===== src/rtl/decode_pkg.sv =====
// Shared RV32I decode definitions: opcodes, one-hot type bit positions and the
// decoded bundle, sized for the widest supported XLEN and narrowed at the ports.
package decode_pkg;

    localparam int XLEN_MAX = 64;

    localparam logic [6:0] OPC_LOAD     = 7'b0000011;
    localparam logic [6:0] OPC_MISC_MEM = 7'b0001111;
    localparam logic [6:0] OPC_OP_IMM   = 7'b0010011;
    localparam logic [6:0] OPC_AUIPC    = 7'b0010111;
    localparam logic [6:0] OPC_STORE    = 7'b0100011;
    localparam logic [6:0] OPC_OP       = 7'b0110011;
    localparam logic [6:0] OPC_LUI      = 7'b0110111;
    localparam logic [6:0] OPC_BRANCH   = 7'b1100011;
    localparam logic [6:0] OPC_JALR     = 7'b1100111;
    localparam logic [6:0] OPC_JAL      = 7'b1101111;
    localparam logic [6:0] OPC_SYSTEM   = 7'b1110011;

    localparam int TYPE_R = 0;
    localparam int TYPE_I = 1;
    localparam int TYPE_S = 2;
    localparam int TYPE_B = 3;
    localparam int TYPE_U = 4;
    localparam int TYPE_J = 5;

    typedef struct packed {
        logic [6:0]          opcode;
        logic [2:0]          funct3;
        logic [6:0]          funct7;
        logic [4:0]          rs1;
        logic [4:0]          rs2;
        logic [4:0]          rd;
        logic [XLEN_MAX-1:0] imm;
        logic [5:0]          itype;
        logic                rs1_used;
        logic                rs2_used;
        logic                rd_wr;
        logic                illegal;
    } decoded_t;

    function automatic logic [XLEN_MAX-1:0] sext32(input logic [31:0] v);
        return {{(XLEN_MAX-32){v[31]}}, v};
    endfunction

endpackage


===== src/rtl/rv_decode_comb.sv =====
// Combinational RV32I field decoder: raw instruction in, decoded bundle out.
module rv_decode_comb
    import decode_pkg::*;
#(
    parameter bit CHECK_ILLEGAL = 1'b1
) (
    input  logic [31:0] inst,
    output decoded_t    dec
);

    logic [6:0] opc;
    logic [2:0] f3;
    logic [6:0] f7;
    logic [4:0] rs1;
    logic [4:0] rs2;
    logic [4:0] rd;
    logic [XLEN_MAX-1:0] imm_i;
    logic [XLEN_MAX-1:0] imm_s;
    logic [XLEN_MAX-1:0] imm_b;
    logic [XLEN_MAX-1:0] imm_u;
    logic [XLEN_MAX-1:0] imm_j;
    logic rsvd;

    assign opc = inst[6:0];
    assign f3  = inst[14:12];
    assign f7  = inst[31:25];
    assign rs1 = inst[19:15];
    assign rs2 = inst[24:20];
    assign rd  = inst[11:7];

    assign imm_i = sext32({{20{inst[31]}}, inst[31:20]});
    assign imm_s = sext32({{20{inst[31]}}, inst[31:25], inst[11:7]});
    assign imm_b = sext32({{19{inst[31]}}, inst[31], inst[7], inst[30:25], inst[11:8], 1'b0});
    assign imm_u = sext32({inst[31:12], 12'b0});
    assign imm_j = sext32({{11{inst[31]}}, inst[31], inst[19:12], inst[20], inst[30:21], 1'b0});

    always_comb begin
        dec        = '0;
        rsvd       = 1'b0;
        dec.opcode = opc;
        case (opc)
            OPC_LOAD: begin
                dec.itype[TYPE_I] = 1'b1;
                dec.funct3        = f3;
                dec.rs1           = rs1;
                dec.rd            = rd;
                dec.imm           = imm_i;
                dec.rs1_used      = 1'b1;
                rsvd              = (f3 == 3'd3) || (f3 == 3'd6) || (f3 == 3'd7);
            end
            OPC_OP_IMM: begin
                dec.itype[TYPE_I] = 1'b1;
                dec.funct3        = f3;
                dec.rs1           = rs1;
                dec.rd            = rd;
                dec.imm           = imm_i;
                dec.rs1_used      = 1'b1;
                if (f3 == 3'd1 || f3 == 3'd5) dec.funct7 = f7;
                rsvd = ((f3 == 3'd1) && (f7 != 7'h00)) ||
                       ((f3 == 3'd5) && (f7 != 7'h00) && (f7 != 7'h20));
            end
            OPC_AUIPC, OPC_LUI: begin
                dec.itype[TYPE_U] = 1'b1;
                dec.rd            = rd;
                dec.imm           = imm_u;
            end
            OPC_STORE: begin
                dec.itype[TYPE_S] = 1'b1;
                dec.funct3        = f3;
                dec.rs1           = rs1;
                dec.rs2           = rs2;
                dec.imm           = imm_s;
                dec.rs1_used      = 1'b1;
                dec.rs2_used      = 1'b1;
                rsvd              = (f3 > 3'd2);
            end
            OPC_OP: begin
                dec.itype[TYPE_R] = 1'b1;
                dec.funct3        = f3;
                dec.funct7        = f7;
                dec.rs1           = rs1;
                dec.rs2           = rs2;
                dec.rd            = rd;
                dec.rs1_used      = 1'b1;
                dec.rs2_used      = 1'b1;
                rsvd = !((f7 == 7'h00) || ((f7 == 7'h20) && ((f3 == 3'd0) || (f3 == 3'd5))));
            end
            OPC_BRANCH: begin
                dec.itype[TYPE_B] = 1'b1;
                dec.funct3        = f3;
                dec.rs1           = rs1;
                dec.rs2           = rs2;
                dec.imm           = imm_b;
                dec.rs1_used      = 1'b1;
                dec.rs2_used      = 1'b1;
                rsvd              = (f3 == 3'd2) || (f3 == 3'd3);
            end
            OPC_JALR: begin
                dec.itype[TYPE_I] = 1'b1;
                dec.funct3        = f3;
                dec.rs1           = rs1;
                dec.rd            = rd;
                dec.imm           = imm_i;
                dec.rs1_used      = 1'b1;
                rsvd              = (f3 != 3'd0);
            end
            OPC_JAL: begin
                dec.itype[TYPE_J] = 1'b1;
                dec.rd            = rd;
                dec.imm           = imm_j;
            end
            // FENCE/SYSTEM operand fields are not register accesses here
            OPC_MISC_MEM, OPC_SYSTEM: begin
                dec.itype[TYPE_I] = 1'b1;
                dec.funct3        = f3;
                dec.imm           = imm_i;
            end
            default: dec.illegal = 1'b1;
        endcase

        if (CHECK_ILLEGAL && rsvd) dec.illegal = 1'b1;
        dec.rd_wr = (dec.rd != 5'd0);

        if (dec.illegal) begin
            dec         = '0;
            dec.opcode  = opc;
            dec.illegal = 1'b1;
        end
    end

endmodule


===== src/rtl/decode_stage.sv =====
// Registered decode stage with valid/ready on both sides; a skid register lets
// in_ready come straight from a flop while still sustaining one instruction per cycle.
//
//   state     | meaning
//   OCC_EMPTY | nothing held, out_valid=0
//   OCC_ONE   | output register holds the bundle on out_*
//   OCC_TWO   | output register stalled and skid register full, in_ready=0
module decode_stage
    import decode_pkg::*;
#(
    parameter int XLEN          = 32,
    parameter int TAG_W         = 4,
    parameter bit CHECK_ILLEGAL = 1'b1
) (
    input  logic             clk,
    input  logic             rst_n,
    input  logic             flush,
    input  logic             in_valid,
    output logic             in_ready,
    input  logic [31:0]      in_inst,
    input  logic [XLEN-1:0]  in_pc,
    input  logic [TAG_W-1:0] in_tag,
    output logic             out_valid,
    input  logic             out_ready,
    output logic [6:0]       out_opcode,
    output logic [2:0]       out_funct3,
    output logic [6:0]       out_funct7,
    output logic [4:0]       out_rs1,
    output logic [4:0]       out_rs2,
    output logic [4:0]       out_rd,
    output logic [XLEN-1:0]  out_imm,
    output logic [5:0]       out_type,
    output logic             out_rs1_used,
    output logic             out_rs2_used,
    output logic             out_rd_wr,
    output logic             out_illegal,
    output logic [XLEN-1:0]  out_pc,
    output logic [TAG_W-1:0] out_tag
);

    // bit 0 = output register valid, bit 1 = skid register valid
    typedef enum logic [1:0] {
        OCC_EMPTY = 2'b00,
        OCC_ONE   = 2'b01,
        OCC_TWO   = 2'b11
    } occ_t;

    typedef struct packed {
        decoded_t         dec;
        logic [XLEN-1:0]  pc;
        logic [TAG_W-1:0] tag;
    } entry_t;

    occ_t     occ_q;
    entry_t   or_q;
    entry_t   sr_q;
    entry_t   in_entry;
    decoded_t dec;
    logic     unused_imm_hi;

    rv_decode_comb #(.CHECK_ILLEGAL(CHECK_ILLEGAL)) u_dec (
        .inst (in_inst),
        .dec  (dec)
    );

    assign in_entry = '{dec: dec, pc: in_pc, tag: in_tag};

    always_ff @(posedge clk or negedge rst_n) begin
        if (!rst_n) begin
            occ_q <= OCC_EMPTY;
            or_q  <= '0;
            sr_q  <= '0;
        end else if (flush) begin
            occ_q <= OCC_EMPTY;
        end else begin
            case (occ_q)
                OCC_EMPTY: begin
                    if (in_valid) begin
                        or_q  <= in_entry;
                        occ_q <= OCC_ONE;
                    end
                end
                OCC_ONE: begin
                    if (in_valid && !out_ready) begin
                        sr_q  <= in_entry;
                        occ_q <= OCC_TWO;
                    end else if (in_valid) begin
                        or_q  <= in_entry;
                    end else if (out_ready) begin
                        occ_q <= OCC_EMPTY;
                    end
                end
                OCC_TWO: begin
                    if (out_ready) begin
                        or_q  <= sr_q;
                        occ_q <= OCC_ONE;
                    end
                end
                default: occ_q <= OCC_EMPTY;
            endcase
        end
    end

    assign in_ready  = ~occ_q[1];
    assign out_valid = occ_q[0];

    assign out_opcode   = or_q.dec.opcode;
    assign out_funct3   = or_q.dec.funct3;
    assign out_funct7   = or_q.dec.funct7;
    assign out_rs1      = or_q.dec.rs1;
    assign out_rs2      = or_q.dec.rs2;
    assign out_rd       = or_q.dec.rd;
    assign out_imm      = or_q.dec.imm[XLEN-1:0];
    assign out_type     = or_q.dec.itype;
    assign out_rs1_used = or_q.dec.rs1_used;
    assign out_rs2_used = or_q.dec.rs2_used;
    assign out_rd_wr    = or_q.dec.rd_wr;
    assign out_illegal  = or_q.dec.illegal;
    assign out_pc       = or_q.pc;
    assign out_tag      = or_q.tag;

    assign unused_imm_hi = ^or_q.dec.imm;

endmodule


===== config.mk =====
export PLATFORM = sky130hd
export DESIGN_NAME = decode_stage
export DESIGN_NICKNAME = d
export VERILOG_FILES = /design/src/rtl/decode_pkg.sv /design/src/rtl/rv_decode_comb.sv /design/src/rtl/decode_stage.sv
export SDC_FILE = /design/constraint.sdc
export NUM_CORES = 1
export LEC_CHECK = 0
export BUFFER_PORTS_ARGS = -buffer_cell sky130_fd_sc_hd__buf_2
export CORE_MARGIN = 1.5
export CORE_UTILIZATION = 50
export CTS_BUF_LIST = sky130_fd_sc_hd__clkbuf_4 sky130_fd_sc_hd__clkbuf_8 sky130_fd_sc_hd__clkbuf_16
export CTS_CLUSTER_DIAMETER = 150
export DETAILED_ROUTE_END_ITERATION = 8
export GPL_ROUTABILITY_DRIVEN = 0
export HOLD_SLACK_MARGIN = 0.1
export PLACE_DENSITY_LB_ADDON = 0.25
export RECOVER_POWER = 100
export SLEW_MARGIN = 5
export SYNTH_ARGS = -nofsm -noshare
export SYNTH_HDL_FRONTEND = slang
export SYNTH_SLANG_ARGS = --single-unit

===== constraint.sdc =====
create_clock -name clk -period 4.8 [get_ports clk]
set_clock_uncertainty 0.05 [all_clocks]
set_input_delay 0.24 -clock clk [delete_from_list [all_inputs] [get_ports clk]]
set_output_delay 0.24 -clock clk [all_outputs]
set_load 0.02 [all_outputs]

==> results of run 1 <==
==> final cells by class <==
class / count / area share (%)
diodes: 1 / 0.0201
clock buffers: 33 / 5.82
clock inverters: 11 / 1.27
inverters: 19 / 0.574
multi-input cells: 738 / 32.6
flip-flops and latches: 222 / 44.7
well taps: 265 / 2.67
repair buffers: 260 / 12.3
==> per-stage QoR <==
stage | setup WS (ns) | total power [mW]
floorplan | 2.57 | 2.92
global placement | 1.90 | 3.25
detailed placement | 1.74 | 3.28
CTS | 1.72 | 5.37
global route | 0.724 | 5.55
finish | 1.09 | 5.29
==> final timing paths <==
kind,start,end,slack (ns),cells past startpoint
hold / removal,in_inst[3],sr_q[45],0.12,3
min in group asynchronous,rst_n,out_funct7[4],0.33,2
setup reg to reg,occ_q[0],out_imm[21],1.09,8
hold reg to reg,out_funct7[3],out_funct7[3],0.41,2
setup / recovery,occ_q[0],out_imm[21],1.09,8
max in group asynchronous,rst_n,out_imm[14],1.63,3
==> state kept, by name, summed over array words and instances (netlist names), 2 cells and up <==
register	flops
sr_q	110
out_pc	32
out_imm	31
out_funct7	7
out_opcode	7
out_type	6
out_rd	5
out_rs1	5
out_rs2	5
out_tag	4
out_funct3	3
occ_q	2
==> synth_stat cells (3+ instances only) <==
cell type / count
nand2_1: 249
dfrtp_1: 222
o21ai_0: 117
a21oi_1: 99
clkbuf_1: 58
mux2i_1: 46
and3_1: 43
nor2_1: 34
o22ai_1: 24
inv_1: 19
a22o_1: 18
nand3_1: 17
buf_2: 12
and2_1: 8
buf_1: 8
o21ai_1: 8
o31ai_2: 7
a221o_1: 6
a32oi_1: 5
buf_6: 5
ha_1: 4
nand2b_1: 4
nor3_1: 4
or3_1: 4
nand4_1: 3
nor2b_1: 3
o31ai_1: 3
==> power by group through the flow <==
stage	sequential (mW)	clock, mW	combinational, mW
finish	2.36	2.03	0.896
global route	2.40	2.14	1.01
CTS	2.36	2.07	0.940
detailed placement	2.39	0	0.895
global placement	2.38	0	0.868
floorplan	2.52	0	0.400
==> logic make-up (layout without fill, tap and decap cells) <==
family                   Yosys count  count (layout)  share of synthesized area [%]
AND/OR/NAND/NOR                  381             381                           16.8
AO/OA/AOI/OAI                    304             304                           18.0
flip-flops                       222             222                           55.3
buffers and inverters            105             323                           4.63
multiplexers                      46              46                           4.58
adder cells (fa/ha/maj)            4               4                          0.498
XOR/XNOR                           3               3                          0.261
other                              0               1                              0
==> critical path, stage by stage (launching register included) <==
cell and delay [ns]:
dfrtp_1 0.42, ha_2 1.45, nor2_1 0.24, o221ai_4 0.28
buf_12 0.49, a21oi_1 0.13, o21ai_0 0.18, o22ai_1 0.11
a21oi_1 0.14
==> what timing repair did <==
item,4_1_cts,5_1_grt
gates resized for setup,0,0
hold buffers,67,0
endpoints found under the hold margin,290,0
setup endpoints to repair,0,0
==> layer usage <==
layer / GRT usage [%] / vias to the layer above
met4: 8.93 / 0
met3: 5.20 / 68
met1: 36.8 / 4220
met5: 0 / -
met2: 43.5 / 309
li1: - / 4090
==> flow_summary.ini, run 1 <==
[status]
status = complete, but fails checks
violations = max-capacitance violations, max-slew violations

[synth]
synthArstFlopShare_pct = 100
netlist_area_mm2 = 0.0101
synthCells = 1065
ys_warn_count = 0
synth-main-ff-cell = dfrtp_1
synth.avg_cell_area_um2 = 9.44
synth_area_leader_cell = dfrtp_1
synth_cell_type_count = 56
synth_top_area_share_pct = 55.3
ys_ff_latch = 222
synth_fp_nets = 1142
seq_area_frac_synth_pct = 55.3
synth_area_leaders = dfrtp_1, nand2_1, o21ai_0, a21oi_1, mux2i_1
synth_edf_count = 0

[route]
firstDrtPassIters = 5
met1_length_um = 11700
antenna_left = 0
wire_per_inst_um = 17.7
num_vias = 8687
vias_per_cell = 5.61
route.met2.wl_um = 13000
dr.max_layer_used = met4
drt_iter0_markers = 703
met3_length_um = 1910
route.detailed.drc = 0
drt_wl_total_um = 27400

[clock_network]
cts_sinks = 222
numCtsBuffers = 25
path_clk_slew_ns = 0.06
cts_tree = done
cts_buffer_depth = 3
htreeDepth = 1
cts-root-buf = clkbuf_16
post_cts_buffers = 0
clk_latency_ns = 0.53

[grt]
grt_pass1_vias = 8511
overflow = 0
grt_max_degree = 168
grt.total_usage_pct = 27.0
grt_first_pass_wirelength_um = 44800
grt_antenna_before_repair = 1

[placed_design]
port_buffers = 184
dp_cells = 1437
hpwlAfterDp_um = 16700
dpl_cell_area_mm2 = 0.0111

[timing]
maxClockFrequency_ghz = 0.269
relSlewSlack_pct = -47.3
fin_crit_ns = 3.71
hold_slack_ns = 0.119
setup_viol = 0
slew_violations = 209
fin_tns_setup_ns = 0
finalCritPeriodShare_pct = 77.3
rsz0062_at_grt = false
final_hold_viol_count = 0
worst_pin_slew_ns = 2.21

[floorplanning]
num_rows = 51
die-width_um = 145
start_util_pct = 51.3
fp.coreArea_mm2 = 0.0196
die_area_mm2 = 0.0210
die_y_um = 145
io_pins = 185

[cells_and_area]
fin_util_pct = 63.4
final_area_mm2 = 0.0124
layout_common_cells = nand2_1, dfrtp_1, o21ai_0
final-seq-area_mm2 = 0.00556
final_cells = 1549
mostFrequentLayoutCell = nand2_1
drive_above_1_share_pct = 10.8
areaGrowthSynthToFinish_pct = 23.6
multi_input_area_mm2 = 0.00405
final_nets = 1343
fillCellCount = 1663

[setup_path]
path_class = flip-flop to flip-flop
cp-end-kind = flip-flop
worstPathRequired_ns = 5.20
cp_max_fo = 167
critPathLaunchType = flip-flop
cp.arrival_ns = 4.11

[power]
ir_drop_mv = 0.318
p_sw_share_pct = 29.1
seqPwrFrac_pct = 44.7
comb_power_share_pct = 16.9
powerDensity_mw_per_mm2 = 426
p_sw_mw = 1.54
p_int_mw = 3.75
leakage_nw = 5.80
p_clk_share_pct = 38.4

[job]
maxCapViolCount = 3

[worst_hold_path]
hold_path_class = input pin to flip-flop
Power figures use the tool's default switching activity.
==> run 2: changes to the inputs <==
Settings changed: ABC_AREA from default to 1.
Clock period 4.8 ns to 3.7 ns, I/O delays scaled along.
==> run 2 against run 1 <==
Synthesized cell count grew 27%; area after synthesis grew 2.5%; clock power grew 28%; the run still ends with max-capacitance violations, max-slew violations left.
==> flow_summary.ini, run 2 <==
[timing]
rsz0062_at_grt = false
hold_slack_ns = 0.117
setup_ws_ns = 0.733
finalCritPeriodShare_pct = 80.2
maxClockFrequency_ghz = 0.337
setup_viol = 0
slew_violations = 158
worst_pin_slew_ns = 2.78
final_hold_viol_count = 0
fin_tns_setup_ns = 0
relSlewSlack_pct = -85.2
fin_crit_ns = 2.97

[power]
leakage_nw = 6.76
powerDensity_mw_per_mm2 = 551
p_int_mw = 4.91
p_sw_share_pct = 29.8
p_clk_share_pct = 37.1
seqPwrFrac_pct = 44.8
ir_drop_mv = 0.376
fin_total_pwr_mw = 7.00
comb_power_share_pct = 18.1
p_sw_mw = 2.09

[synth]
synth_compound_area_share_pct = 9.28
synth_top_family_by_area = simple AND/OR/NAND/NOR gates
synth-adder-area-share_pct = 0.486
synth-xor-area-share_pct = 0
yosys.area_share.simple_pct = 30.8
synth_top_area_share_pct = 53.9
ys_top_cells_by_count = nand2_1, dfrtp_1, nor2_1
yosysMostFrequentCell = nand2_1
synth_fp_nets = 1426
synth_cell_type_count = 32
seq_area_frac_synth_pct = 53.9
synth_edf_count = 0
synthMuxAreaShare_pct = 0
synth_area_leader_cell = dfrtp_1
synthArstFlopShare_pct = 100
synth_area_leaders = dfrtp_1, nand2_1, nor2_1, a31oi_1, o21ai_0
synth-main-ff-cell = dfrtp_1
ys_warn_count = 0
netlist_area_mm2 = 0.0103
ys_ff_latch = 222
synth.avg_cell_area_um2 = 7.64
synthCells = 1349

[setup_path]
endpoint = out_tag[2]
r2r_start = occ_q[0]
critPathLaunchType = flip-flop
reg2reg_slack_ns = 0.73
cpMaxStageDelayCell = inv_1
worstPathRequired_ns = 4.08
r2r-end = out_tag[2]
cp_max_fo = 46
cp-end-kind = flip-flop
max_stage_delay_ns = 0.53
cp.arrival_ns = 3.34
startpoint = occ_q[0]
ff2ff_path_depth = 9
path_cells = ha_1, buf_4, nor2_1, a21oi_1, nand3_4, inv_1, buf_4, nor2_1, a31oi_1
path_class = flip-flop to flip-flop

[floorplanning]
start_util_pct = 50.9
io_pins = 185
die_y_um = 147
num_rows = 52
fp.coreArea_mm2 = 0.0202
die_area_mm2 = 0.0215
die-width_um = 147

[clock_network]
cts_buffer_depth = 3
cts-root-buf = clkbuf_16
cts_sinks = 222
path_clk_slew_ns = 0.06
ctsResizeCount = 0
numCtsBuffers = 25
hold_buffers = 63
cts_tree = done
clk_latency_ns = 0.51
htreeDepth = 1
post_cts_buffers = 0

[grt]
grt_first_pass_wirelength_um = 45200
grt.total_usage_pct = 25.6
grt_max_degree = 111
overflow = 0
grt_antenna_before_repair = 0
grt_pass1_vias = 9039

[placed_design]
port_buffers = 184
dp_cells = 1741
dpl_cell_area_mm2 = 0.0114
hpwlAfterDp_um = 17500
post-place-ws_ns = 0.909

[route]
wire_per_inst_um = 14.8
num_vias = 9480
route.detailed.drc = 0
antenna_left = 0
drt_wl_total_um = 27300
firstDrtPassIters = 6
vias_per_cell = 5.13
drt_iter0_markers = 727

[cells_and_area]
fin_util_pct = 62.8
final_nets = 1638
areaGrowthSynthToFinish_pct = 23.3
final_area_mm2 = 0.0127
largest_register_ffs = 110
mostFrequentLayoutCell = nand2_1
fillCellCount = 1854
final_cells = 1849
layout_common_cells = nand2_1, dfrtp_1, nor2_1
drive_above_1_share_pct = 8.81
top_register = sr_q

[worst_hold_path]
hold_path_class = input pin to flip-flop

[status]
status = complete, but fails checks
violations = max-capacitance violations, max-slew violations

[job]
maxCapViolCount = 2
==> run 2: power groups by stage <==
| stage | Clock, mW | Combinational [mW] | Sequential [mW] |
|---|---|---|---|
| floorplan | 0 | 0.612 | 3.33 |
| global placement | 0 | 1.24 | 3.15 |
| detailed placement | 0 | 1.27 | 3.15 |
| CTS | 2.65 | 1.33 | 3.12 |
| global route | 2.75 | 1.43 | 3.18 |
| finish | 2.60 | 1.27 | 3.13 |
==> run 2: cell type report <==
cell class	count	area, um2	share of cell area [%]
clock inverter	11	160	1.26
sequential	222	5560	43.7
multi-input combinational	997	4180	32.9
timing repair buffer	263	1560	12.3
antenna	1	2.50	0.0197
inverter	52	198	1.56
tap	270	338	2.66
clock buffer	33	711	5.59
==> run 2: how the worst min path moves through the flow <==
stage | slack (ns) | start | to | cells past startpoint
detailed placement | 0.26 | rst_n | out_rd[0] | 1
finish | 0.12 | in_inst[27] | sr_q[73] | 5
floorplan | -0.16 | rst_n | occ_q[0] | 0
global placement | 0.26 | rst_n | out_imm[2] | 1
global route | 0.12 | in_inst[29] | sr_q[55] | 5
CTS | 0.10 | in_inst[25] | sr_q[71] | 5
==> run 2: routing by layer <==
metal | track usage [%] | vias up | wire, um
met4 | 7.22 | 0 | 627
met3 | 4.94 | 59 | 1760
met1 | 35.8 | 4486 | 12200
li1 | - | 4669 | -
met5 | 0 | - | 0
met2 | 41.0 | 266 | 12700
==> run 2: critical path: cells and delay by family, from the launching register on <==
family	cells	cell delay (ns)
compound gates	2	0.39
buf+inv	3	1.33
flops	1	0.40
fa+ha+maj	1	0.16
simple gates	3	0.53
==> run 2: cell families (layout without fill, tap and decap cells) <==
kind of cell,count (synthesis),after routing
AO/OA/AOI/OAI,170,170
adder cells (fa/ha/maj),4,4
buffers and inverters,130,359
flip-flops,222,222
other,0,1
AND/OR/NAND/NOR,823,823
==> run 3: changes to the inputs <==
Clock period 3.7 ns to 3 ns, I/O delays scaled along.
==> run 3 against run 2 <==
The flow still finishes with violations (max-capacitance violations, max-slew violations); critical endpoint is now sr_q[55]; sequential share of layout area down 0.20 points; die area unchanged; fmax up 19%; first-iteration DRC count up 5.4%.
==> flow_summary.ini, run 3 (same netlist as run 2, synthesis figures left out) <==
[clock_network]
cts_tree = done
cts_sinks = 222
htreeDepth = 1
path_clk_slew_ns = 0.06
cts_buffer_depth = 3
cts-root-buf = clkbuf_16
post_cts_buffers = 0
clk_latency_ns = 0.53
numCtsBuffers = 25

[timing]
relSlewSlack_pct = -3.67
final_hold_viol_count = 0
slew_violations = 62
rsz0062_at_grt = false
setup_ws_ns = 0.503
setup_viol = 0
finalCritPeriodShare_pct = 83.2
maxClockFrequency_ghz = 0.401
fin_tns_setup_ns = 0
worst_pin_slew_ns = 1.56
fin_crit_ns = 2.50

[route]
drt_iter0_markers = 766
drt_wl_total_um = 27900
firstDrtPassIters = 5
route.detailed.drc = 0
antenna_left = 0
wire_per_inst_um = 15.0
num_vias = 9581
vias_per_cell = 5.17

[cells_and_area]
layout_common_cells = nand2_1, dfrtp_1, nor2_1
areaGrowthSynthToFinish_pct = 23.9
n_antenna_cell = 0
final_area_mm2 = 0.0128
largest_register_ffs = 110
drive_above_1_share_pct = 8.65
top_register = sr_q
mostFrequentLayoutCell = nand2_1
fillCellCount = 1787
final_cells = 1853
final_nets = 1647

[grt]
grt_first_pass_wirelength_um = 45700
grt_pass1_vias = 9016
grt_max_degree = 123
grt.total_usage_pct = 26.2
grt_antenna_before_repair = 0
overflow = 0

[setup_path]
critPathLaunchType = flip-flop
path_cells = inv_1, ha_1, inv_1, nor2_1, inv_1, nor2_1, inv_2, clkbuf_2, o21ai_0
max_stage_delay_ns = 0.69
cp-end-kind = flip-flop
cp_max_fo = 51
worstPathRequired_ns = 3.33
path_class = flip-flop to flip-flop
cp.arrival_ns = 2.82
path_common_cell = inv_1
cpMaxStageDelayCell = inv_2

[floorplanning]
fp.coreArea_mm2 = 0.0202
die-width_um = 147
start_util_pct = 50.9
die_y_um = 147
num_rows = 52
io_pins = 185
die_area_mm2 = 0.0215

[placed_design]
post-place-ws_ns = 0.797
dpl_cell_area_mm2 = 0.0114
hpwlAfterDp_um = 17300
dp_cells = 1746
port_buffers = 184

[power]
powerDensity_mw_per_mm2 = 672
ir_drop_mv = 0.520
leakage_nw = 6.77

[job]
maxCapViolCount = 1

[status]
violations = max-capacitance violations, max-slew violations
status = complete, but fails checks

[worst_hold_path]
hold_path_class = input pin to flip-flop
## run 3: where the power goes
group | internal [mW] | total (mW) | switching (mW)
Sequential | 3.55 | 3.86 | 0.313
Combinational | 0.517 | 1.58 | 1.07
Clock | 1.90 | 3.12 | 1.22
## run 3: area by class of cell
class / count / area [um2] / area share, %
inverters: 52 / 198 / 1.55
multi-input cells: 997 / 4180 / 32.8
clock buffers: 34 / 749 / 5.87
well taps: 270 / 338 / 2.65
clock inverters: 6 / 90.1 / 0.706
repair buffers: 272 / 1650 / 12.9
flip-flops and latches: 222 / 5560 / 43.5
## run 3: final timing paths
kind / startpoint / endpoint / slack (ns) / cells past startpoint
max in group asynchronous: rst_n / out_type[2] / 0.70 / 3
worst max register to register: occ_q[1] / sr_q[55] / 0.50 / 9
min in group asynchronous: rst_n / out_imm[2] / 0.17 / 2
worst min-delay path: in_inst[14] / sr_q[134] / 0.12 / 5
worst min register to register: sr_q[31] / sr_q[31] / 0.42 / 2
worst max-delay path: occ_q[1] / sr_q[55] / 0.50 / 9
## run 3: metal layers
layer  track usage [%]  vias up  part of all wire [%]
li1                  -     4692                     -
met1              36.0     4521                    44
met2              42.7      326                    47
met3              5.19       42                   7.4
met4              6.77        0                   1.7
met5                 0        -                     0
## run 3: critical path, delay by kind of cell (launching register included)
kind | cells | cell delay, ns
compound gates | 1 | 0.18
simple gates | 2 | 0.13
buf+inv | 5 | 1.43
flops | 1 | 0.37
fa+ha+maj | 1 | 0.18
## run 3: through the flow
step | hold WS (ns) | total power, mW | utilization, %
2_1_floorplan | -0.196 | 4.86 | -
4_1_cts | 0.100 | 8.68 | 64.0
3_5_place_dp | 0.190 | 5.48 | 56.6
5_1_grt | 0.153 | 9.01 | 63.1
3_3_place_gp | 0.188 | 5.43 | 56.6
6_report | 0.116 | 8.57 | 63.1
## run 3: timing repair
action                     4_1_cts  5_1_grt
hold endpoints to repair       239        0
setup endpoints to repair        0        0
resized for setup                0        0
hold buffers                    67        0
